$ cat src/rtl/pe_group_accum_pkg.sv
// Shared types and default constants for the grouped lane accumulator.
// Holds the FSM state encoding and the select-width helper.
package pe_pkg;

  typedef enum logic [1:0] {
    IDLE  = 2'd0,
    ACCUM = 2'd1,
    DONE  = 2'd2
  } state_t;

  localparam int DEF_LANES = 8;
  localparam int DEF_WIDTH = 32;
  localparam int DEF_GROUP = 2;

  function automatic int sel_width(input int ngroups);
    return (ngroups > 1) ? $clog2(ngroups) : 1;
  endfunction

endpackage

$ cat src/rtl/pe_group_accum_if.sv
// Input-beat / frame-result handshake bundle for pe_group_accum.
// Width parameters must match the ones given to the attached accumulator.
interface pe_group_accum_if #(
  parameter int LANES = pe_pkg::DEF_LANES,
  parameter int WIDTH = pe_pkg::DEF_WIDTH,
  parameter int GROUP = pe_pkg::DEF_GROUP
);

  localparam int NGROUPS = LANES / GROUP;
  localparam int SELW    = pe_pkg::sel_width(NGROUPS);

  logic                   in_valid;
  logic                   in_ready;
  logic [LANES*WIDTH-1:0] data;
  logic [SELW-1:0]        sel;
  logic [7:0]             acc_len;
  logic                   out_valid;
  logic                   out_ready;
  logic [GROUP*WIDTH-1:0] ACC_DATA;
  logic [GROUP-1:0]       ovf;

  modport master (
    output in_valid, data, sel, acc_len, out_ready,
    input  in_ready, out_valid, ACC_DATA, ovf
  );

  modport slave (
    input  in_valid, data, sel, acc_len, out_ready,
    output in_ready, out_valid, ACC_DATA, ovf
  );

endinterface

$ cat src/rtl/pe_group_accum_sel.sv
// Picks GROUP adjacent lanes out of a LANES-wide vector by group index.
// An index past the last group yields all-zero lanes.
module pe_group_sel #(
  parameter int LANES = pe_pkg::DEF_LANES,
  parameter int WIDTH = pe_pkg::DEF_WIDTH,
  parameter int GROUP = pe_pkg::DEF_GROUP,
  parameter int SELW  = 1
) (
  input  logic [LANES-1:0][WIDTH-1:0] data,
  input  logic [SELW-1:0]             sel,
  output logic [GROUP-1:0][WIDTH-1:0] grp
);

  localparam int NGROUPS = LANES / GROUP;

  // NOTE: grp gets a full default before the loop, so no path leaves it unassigned and no latch is inferred.
  always_comb begin
    grp = '0;
    for (int g = 0; g < NGROUPS; g++) begin
      if (int'(sel) == g) begin
        for (int i = 0; i < GROUP; i++) begin
          grp[i] = data[g*GROUP + i];
        end
      end
    end
  end

endmodule

$ cat src/rtl/pe_group_accum.sv
// Frame accumulator: sums one selectable lane group per accepted beat over
// acc_len beats, then presents the per-lane sums and sticky carries.
module pe_group_accum
  import pe_pkg::*;
#(
  parameter int LANES = DEF_LANES,
  parameter int WIDTH = DEF_WIDTH,
  parameter int GROUP = DEF_GROUP
) (
  input logic              CLK,
  input logic              RST,
  pe_group_accum_if.slave  bus
);

  localparam int NGROUPS = LANES / GROUP;
  localparam int SELW    = sel_width(NGROUPS);

  if (GROUP < 1 || (LANES % GROUP) != 0) begin : g_bad_cfg
    $error("pe_group_accum: LANES must be a multiple of GROUP and GROUP >= 1");
  end

  state_t                   state_q, state_d;
  logic [GROUP-1:0][WIDTH-1:0] acc_q, grp, sum;
  logic [GROUP-1:0]         ovf_q, carry;
  logic [7:0]               len_q, cnt_q, len_in;
  logic                     ready, accept, first, last;

  pe_group_sel #(
    .LANES (LANES),
    .WIDTH (WIDTH),
    .GROUP (GROUP),
    .SELW  (SELW)
  ) u_sel (
    .data (bus.data),
    .sel  (bus.sel),
    .grp  (grp)
  );

  assign ready  = (state_q != DONE) | bus.out_ready;
  assign accept = bus.in_valid & ready;
  // Any beat accepted outside ACCUM opens a new frame, including the DONE hand-over.
  assign first  = accept & (state_q != ACCUM);
  assign last   = accept & (state_q == ACCUM) & ((cnt_q + 8'd1) == len_q);
  assign len_in = (bus.acc_len == 8'd0) ? 8'd1 : bus.acc_len;

  assign bus.in_ready  = ready;
  assign bus.out_valid = (state_q == DONE);
  assign bus.ACC_DATA  = acc_q;
  assign bus.ovf       = ovf_q;

  always_comb begin
    state_d = state_q;
    unique case (state_q)
      IDLE: begin
        if (bus.in_valid) state_d = (len_in == 8'd1) ? DONE : ACCUM;
      end
      ACCUM: begin
        if (last) state_d = DONE;
      end
      DONE: begin
        if (bus.out_ready) begin
          if (bus.in_valid) state_d = (len_in == 8'd1) ? DONE : ACCUM;
          else              state_d = IDLE;
        end
      end
      default: state_d = IDLE;
    endcase
  end

  // NOTE: registers update with <= so every flop samples pre-edge values regardless of block order.
  always_ff @(posedge CLK) begin
    if (!RST) state_q <= IDLE;
    else      state_q <= state_d;
  end

  always_comb begin
    sum   = '0;
    carry = '0;
    for (int i = 0; i < GROUP; i++) begin
      {carry[i], sum[i]} = {1'b0, acc_q[i]} + {1'b0, grp[i]};
    end
  end

  always_ff @(posedge CLK) begin
    if (!RST) begin
      acc_q <= '0;
      ovf_q <= '0;
      len_q <= '0;
      cnt_q <= '0;
    end else if (first) begin
      acc_q <= grp;
      ovf_q <= '0;
      len_q <= len_in;
      cnt_q <= 8'd1;
    end else if (accept) begin
      acc_q <= sum;
      ovf_q <= ovf_q | carry;
      cnt_q <= cnt_q + 8'd1;
    end
  end

endmodule

$ cat src/flat_wrapper.sv
// flat-port wrapper written by rule: the top's interface ports become plain ports
module pe_group_accum_flat import pe_pkg::*;
#(
  parameter int LANES = DEF_LANES,
  parameter int WIDTH = DEF_WIDTH,
  parameter int GROUP = DEF_GROUP
)
  (CLK, RST, bus_in_valid, bus_data, bus_sel, bus_acc_len, bus_out_ready, bus_in_ready, bus_out_valid, bus_ACC_DATA, bus_ovf);
  pe_group_accum_if #(.LANES(LANES), .WIDTH(WIDTH), .GROUP(GROUP)) bus_i ();
  input logic CLK;
  input logic RST;
  input wire logic [$bits(bus_i.in_valid)-1:0] bus_in_valid;
  input wire logic [$bits(bus_i.data)-1:0] bus_data;
  input wire logic [$bits(bus_i.sel)-1:0] bus_sel;
  input wire logic [$bits(bus_i.acc_len)-1:0] bus_acc_len;
  input wire logic [$bits(bus_i.out_ready)-1:0] bus_out_ready;
  output wire logic [$bits(bus_i.in_ready)-1:0] bus_in_ready;
  output wire logic [$bits(bus_i.out_valid)-1:0] bus_out_valid;
  output wire logic [$bits(bus_i.ACC_DATA)-1:0] bus_ACC_DATA;
  output wire logic [$bits(bus_i.ovf)-1:0] bus_ovf;
  assign bus_i.in_valid = bus_in_valid;
  assign bus_i.data = bus_data;
  assign bus_i.sel = bus_sel;
  assign bus_i.acc_len = bus_acc_len;
  assign bus_i.out_ready = bus_out_ready;
  assign bus_in_ready = bus_i.in_ready;
  assign bus_out_valid = bus_i.out_valid;
  assign bus_ACC_DATA = bus_i.ACC_DATA;
  assign bus_ovf = bus_i.ovf;
  pe_group_accum #(.LANES(LANES), .WIDTH(WIDTH), .GROUP(GROUP)) u_core (.CLK(CLK), .RST(RST), .bus(bus_i));
endmodule
$ cat config.mk
export PLATFORM = sky130hd
export DESIGN_NAME = pe_group_accum_flat
export DESIGN_NICKNAME = d
export VERILOG_FILES = /design/src/rtl/pe_group_accum_pkg.sv /design/src/rtl/pe_group_accum_if.sv /design/src/rtl/pe_group_accum_sel.sv /design/src/rtl/pe_group_accum.sv /design/src/flat_wrapper.sv
export SDC_FILE = /design/constraint.sdc
export NUM_CORES = 1
export LEC_CHECK = 0
export ABC_CLOCK_PERIOD_IN_PS = 5500
export CAP_MARGIN = 20
export CORE_MARGIN = 2
export CORE_UTILIZATION = 45
export CTS_CLUSTER_DIAMETER = 120
export DETAILED_ROUTE_END_ITERATION = 12
export PLACE_DENSITY = 0.89
export REMOVE_ABC_BUFFERS = 1
export SYNTH_ARGS = -nofsm -noshare
export SYNTH_HDL_FRONTEND = slang
export SYNTH_SLANG_ARGS = --single-unit
$ cat constraint.sdc
create_clock -name CLK -period 5.5 [get_ports CLK]
set_input_delay 0.55 -clock CLK [delete_from_list [all_inputs] [get_ports CLK]]
set_output_delay 0.55 -clock CLK [all_outputs]
set_load 0.1 [all_outputs]
# Word level (Yosys, flattened, before mapping)
# Cells that the tools add are included.
[totals]
regBits = 84
inputBits = 270
wordCells = 50
[op_classes]
add_sub_neg = 3
n_eq_ne = 12
mux = 15
bitwise = 7
n_reduce_logical = 6
[ops]
columns = ["cell", "n"]
rows = [
  ["two-way mux 64 bit", 6],
  ["adder 32 x 32 -> 33 bit", 2],
  ["two-way mux 2 bit", 5],
  ["adder 8 x 1 -> 8 bit (second input constant)", 1],
  ["== test 8 x 1 -> 1 bit (second input constant)", 1],
  ["== test 8 bit", 1],
  ["logical NOT 8 bit", 1],
  ["two-way mux 8 bit", 1],
  ["== test 2 bit (second input constant)", 3],
  ["!= test 2 bit (second input constant)", 3],
  ["case mux 2 bit (3 select lines)", 1],
  ["bitwise AND 1 bit", 4],
  ["== test 2 x 1 -> 1 bit (second input constant)", 2],
  ["logical NOT 2 bit", 2],
  ["!= test 2 x 1 -> 1 bit (second input constant)", 2],
  ["AND reduction 3 bit", 1],
  ["two-way mux 1 bit", 2],
  ["OR 2 bit", 1],
  ["nonzero test 2 bit", 1],
  ["OR reduction 2 bit", 1],
  ["NOT 1 bit", 1],
  ["OR 1 bit", 1],
]

# Longest topological paths before layout
[logic_depth]
depth_word = 8
ltp_mapped = 14

# By module
# A second synthesis with hierarchy kept.
[unflattened]
cells_unflattened = 979
hier_area_um2 = 8359.3
[modules_own_cells]
columns = ["module", "instances", "cells_per_inst", "area_each_um2", "seq_area_each_um2"]
rows = [
  ["pe_group_accum", 1, 901, 6736.5, 1681.6],
  ["pe_group_sel", 1, 78, 1622.8, 0.0],
]

# Worst setup path before layout
# OpenSTA, ideal clock, no wires.
[synth_path]
kind = "input -> register"
startpoint = "input bus_sel[0]"
endpoint = "register u_core.acc_q (netlist bit u_core.bus.ACC_DATA[55])"
setup_time_ps = 125
arrival_time_ps = 3973
required_time_ps = 5375
slack_ps = 1402
path_stages = 14
n_path_buf = 3
path_cell_list = "buf_2 -> buf_2 -> buf_2 -> mux4_2 -> ha_1 -> and3_1 -> a221o_1 -> a2111oi_4 -> o31a_2 -> o21a_4 -> o31ai_4 -> xor2_1 -> a222oi_1 -> nor2b_1"
[synth_between]
elab_chain_cells = 8
word_cells_on_any_way = 11
[synth_lines]
columns = ["element", "line_no", "rtl"]
rows = [
  ["start: declaration", "flat_wrapper.sv:14", "input wire logic [$bits(bus_i.sel)-1:0] bus_sel;"],
  ["logical NOT 2 bit", "pe_group_accum_sel.sv:20", "if (int'(sel) == g) begin"],
  ["two-way mux 64 bit (3 in series)", "pe_group_accum_sel.sv:20", ""],
  ["two-way mux 64 bit (*)", "pe_group_accum_sel.sv:20", ""],
  ["adder 32 x 32 -> 33 bit", "pe_group_accum.sv:80", "{carry[i], sum[i]} = {1'b0, acc_q[i]} + {1'b0, grp[i]};"],
  ["two-way mux 64 bit", "pe_group_accum.sv:95", "end else if (accept) begin"],
  ["two-way mux 64 bit (*)", "pe_group_accum.sv:90", "end else if (first) begin"],
  ["end signal: assignment", "pe_group_accum.sv:91", "acc_q <= grp;"],
  ["end signal: assignment", "pe_group_accum.sv:96", "acc_q <= sum;"],
  ["end: declaration", "pe_group_accum.sv:23", "logic [GROUP-1:0][WIDTH-1:0] acc_q, grp, sum;"],
]
# Mark *: on every way between the ends. The rest lies on a longest branch, timed or not. The select of a mux whose other input is x is not followed.
# A chain may end at the register's enable or synchronous reset.

# Worst setup path after layout
[layout_path]
startpoint = "input bus_sel[1]"
endpoint = "register u_core.acc_q (netlist bit u_core.bus.ACC_DATA[28])"
# Same word-level chain as after synthesis.

==> results.py <==
metrics = {
    "cells_and_area": {
        "n_antenna_cell": 0,
        "layout_common_cells": "clkdlybuf4s50_1, nand2_1, dfxtp_1, ha_1, a21oi_1",
        "finalNetCount": 1572,
        "final_area_mm2": 0.01230,
        "syn_to_final_growth_pct": 44.27,
        "mostFrequentLayoutCell": "clkdlybuf4s50_1",
        "layout-drive-gt1-share": 0.09968,
        "fillers": 1469,
    },
    "hold_path": {
        "hp-class": "register to register",
        "whs_endpoint": "u_core.len_q[7]$_SDFFE_PN0P_",
        "hp-start": "u_core.len_q[7]$_SDFFE_PN0P_",
        "hold_path_depth": 2,
    },
    "worst_setup_path": {
        "required_ps": 5730,
        "cp_max_fo": 35,
        "worst-setup-path-type": "input port to register",
        "cp.arrival_ps": 4230,
        "r2r_cells": 12,
        "r2r-start": "u_core.bus.ACC_DATA[0]$_SDFFE_PN0P_",
        "reg2reg_slack_ps": 2340,
        "critPathLaunchType": "input port",
        "r2r-end": "u_core.bus.ACC_DATA[28]$_SDFFE_PN0P_",
        "end_kind": "register",
    },
    "synthesis": {
        "synth_seq_area_share": 0.1973,
        "yosys.area.top_type": "dfxtp_1",
        "syn_area_per_cell_um2": 9.204,
        "async_flop_share": 0,
        "yosysWarnings": 0,
        "synth.distinct_cells": 80,
        "synth_top_area_frac": 0.1973,
        "syn-cell-area_mm2": 0.008523,
        "ys_top_cells_by_area": "dfxtp_1, mux4_2, ha_1",
        "yosys_most_used_dff": "dfxtp_1",
        "synth-edff-count": 0,
        "ys_seq_elements": 84,
        "netlist_instances": 926,
    },
    "routing": {
        "drtIter0Drc": 667,
        "vias": 8882,
        "ant_nets": 0,
        "wl_per_cell_um": 19.59,
        "wl_um": 28750,
        "vias_per_cell": 6.050,
        "drc": 0,
        "drt-pass1-iter-count": 6,
    },
    "die": {
        "die_w_um": 141.6,
        "dieArea_mm2": 0.02006,
        "io_pins": 338,
        "coreArea_mm2": 0.01864,
        "start_util": 0.4572,
        "rows": 50,
        "die_y_um": 141.6,
    },
    "power_and_ir_drop": {
        "leakage_nw": 4.889,
        "vdd_drop_max_v": 0.0001307,
        "power_density_mw_per_mm2": 243.6,
    },
    "clock_network": {
        "holdBufCountCts": 0,
        "numCtsBuffers": 9,
        "clk_pin_slew_ps": 70,
        "cts-root-buf": "clkbuf_16",
        "htreeDepth": 3,
        "postCtsSetupBuffers": 0,
        "cts_buffer_depth": 2,
        "clkLatencyLatePin_ps": 350,
        "cts_tree": "built",
        "clkSinkCount": 84,
        "cts_resized": 0,
    },
    "job": {
        "maxCapViolations": 0,
    },
    "placed_design": {
        "routabilityCongestion": 0.9528,
        "post-dp-hpwl_um": 22860,
        "dpl_cell_area_mm2": 0.01200,
        "port_buffers": 337,
    },
    "grt": {
        "grt_pass1_wl_um": 44700,
        "grt_pass1_vias": 9039,
        "grt.overflow.total": 0,
        "antenna_found_initial": 0,
        "grt_start_max_net_pins": 61,
        "grt_usage": 0.2771,
    },
    "timing": {
        "setup_tns_ps": 0,
        "fmaxAchievable_mhz": 250.4,
        "relSlewSlack": 0.2501,
        "rsz0062_at_grt": "no",
        "slew_violations": 0,
        "tightest_slew_ps": 1121,
        "fin_skew_ps": 13.27,
        "hold_viol_final": 0,
        "setup_viol_count_final": 0,
        "period_share": 0.7262,
        "finalCriticalPeriod_ps": 3994,
    },
    "run_status": {
        "status": "completed",
    },
}
## kinds of logic (layout without fill, tap and decap cells)
kind of cell	Yosys count	in the layout	synth area share
buf+inv	79	387	0.04360
flops	84	84	0.1973
xor+xnor	67	67	0.06885
fa+ha+maj	73	73	0.1089
simple gates	253	253	0.1469
mux	65	65	0.1707
compound gates	305	305	0.2637
## how the worst max path moves through the flow
stage,start,to,slack (ps),cells past startpoint
after floorplan,bus_out_ready,u_core.bus.ACC_DATA[28]$_SDFFE_PN0P_,940,9
after global placement,bus_sel[1],u_core.bus.ACC_DATA[28]$_SDFFE_PN0P_,1270,14
after detailed placement,bus_sel[1],u_core.bus.ACC_DATA[28]$_SDFFE_PN0P_,1190,14
after CTS,bus_sel[1],u_core.bus.ACC_DATA[28]$_SDFFE_PN0P_,1540,14
after global routing,bus_sel[1],u_core.bus.ACC_DATA[27]$_SDFFE_PN0P_,1330,13
final,bus_sel[1],u_core.bus.ACC_DATA[28]$_SDFFE_PN0P_,1510,14
## critical path: stages
cell,delay [ps]
buf_2,630
mux4_2,370
ha_1,200
inv_1,70
fa_1,410
nand3b_1,190
a21boi_1,230
a31o_2,260
a31o_4,200
a41oi_4,150
o31a_4,410
a21oi_4,170
nor3_1,70
a211o_1,290
## final cells by class
cell class | count | area, um^2 | share of cell area
multi-input cells | 763 | 6480 | 0.5270
repair buffers | 348 | 3456 | 0.2810
flip-flops and latches | 84 | 1682 | 0.1368
well taps | 234 | 292.8 | 0.02381
clock buffers | 10 | 229.0 | 0.01862
inverters | 23 | 86.33 | 0.007021
clock inverters | 6 | 71.32 | 0.005800
## through the flow
stage	instances	total power [W]	setup WS [ps]	utilization	hold WS [ps]
4_1_cts	1468	0.002988	1544	0.6596	480.2
6_report	1468	0.002996	1506	0.6596	476.9
5_1_grt	1468	0.003137	1329	0.6596	512.2
3_5_place_dp	1452	0.002348	1188	0.6435	470.5
2_1_floorplan	870	0.001831	935.1	-	455.0
3_3_place_gp	1452	0.002314	1269	0.6435	466.4
## power by group
group / switching (W) / internal [W] / leakage (nW)
Combinational: 0.000958 / 0.000678 / 4.06
Clock: 0.000285 / 0.000357 / 0.140
Sequential: 0.0000551 / 0.000664 / 0.691
## state kept, by name (all words and copies together), names as in the netlist
name,count
u_core.bus.ACC_DATA,64
u_core.cnt_q,8
u_core.len_q,8
u_core.bus.ovf,2
u_core.state_q,2
## metal layers
layer  GRT usage  vias to the layer above  part of all wire  wire length (um)
li1            -                     4179                 -                 -
met1      0.3071                     4248              0.38             10940
met2      0.5319                      405              0.52             15040
met3     0.04320                       50             0.070              2008
met4      0.1000                        0             0.026               759
met5           0                        -                 0                 0
## cells in the mapped netlist (24+ instances only)
library cell / n
nor2_1: 49
a21o_1: 24
dfxtp_1: 84
xor2_1: 31
xnor2_1: 36
nand2_1: 85
ha_1: 71
a21oi_1: 69
nor2b_1: 37
mux4_2: 63
clkbuf_1: 39
o21ai_0: 47
Power figures use the tool's default switching activity.
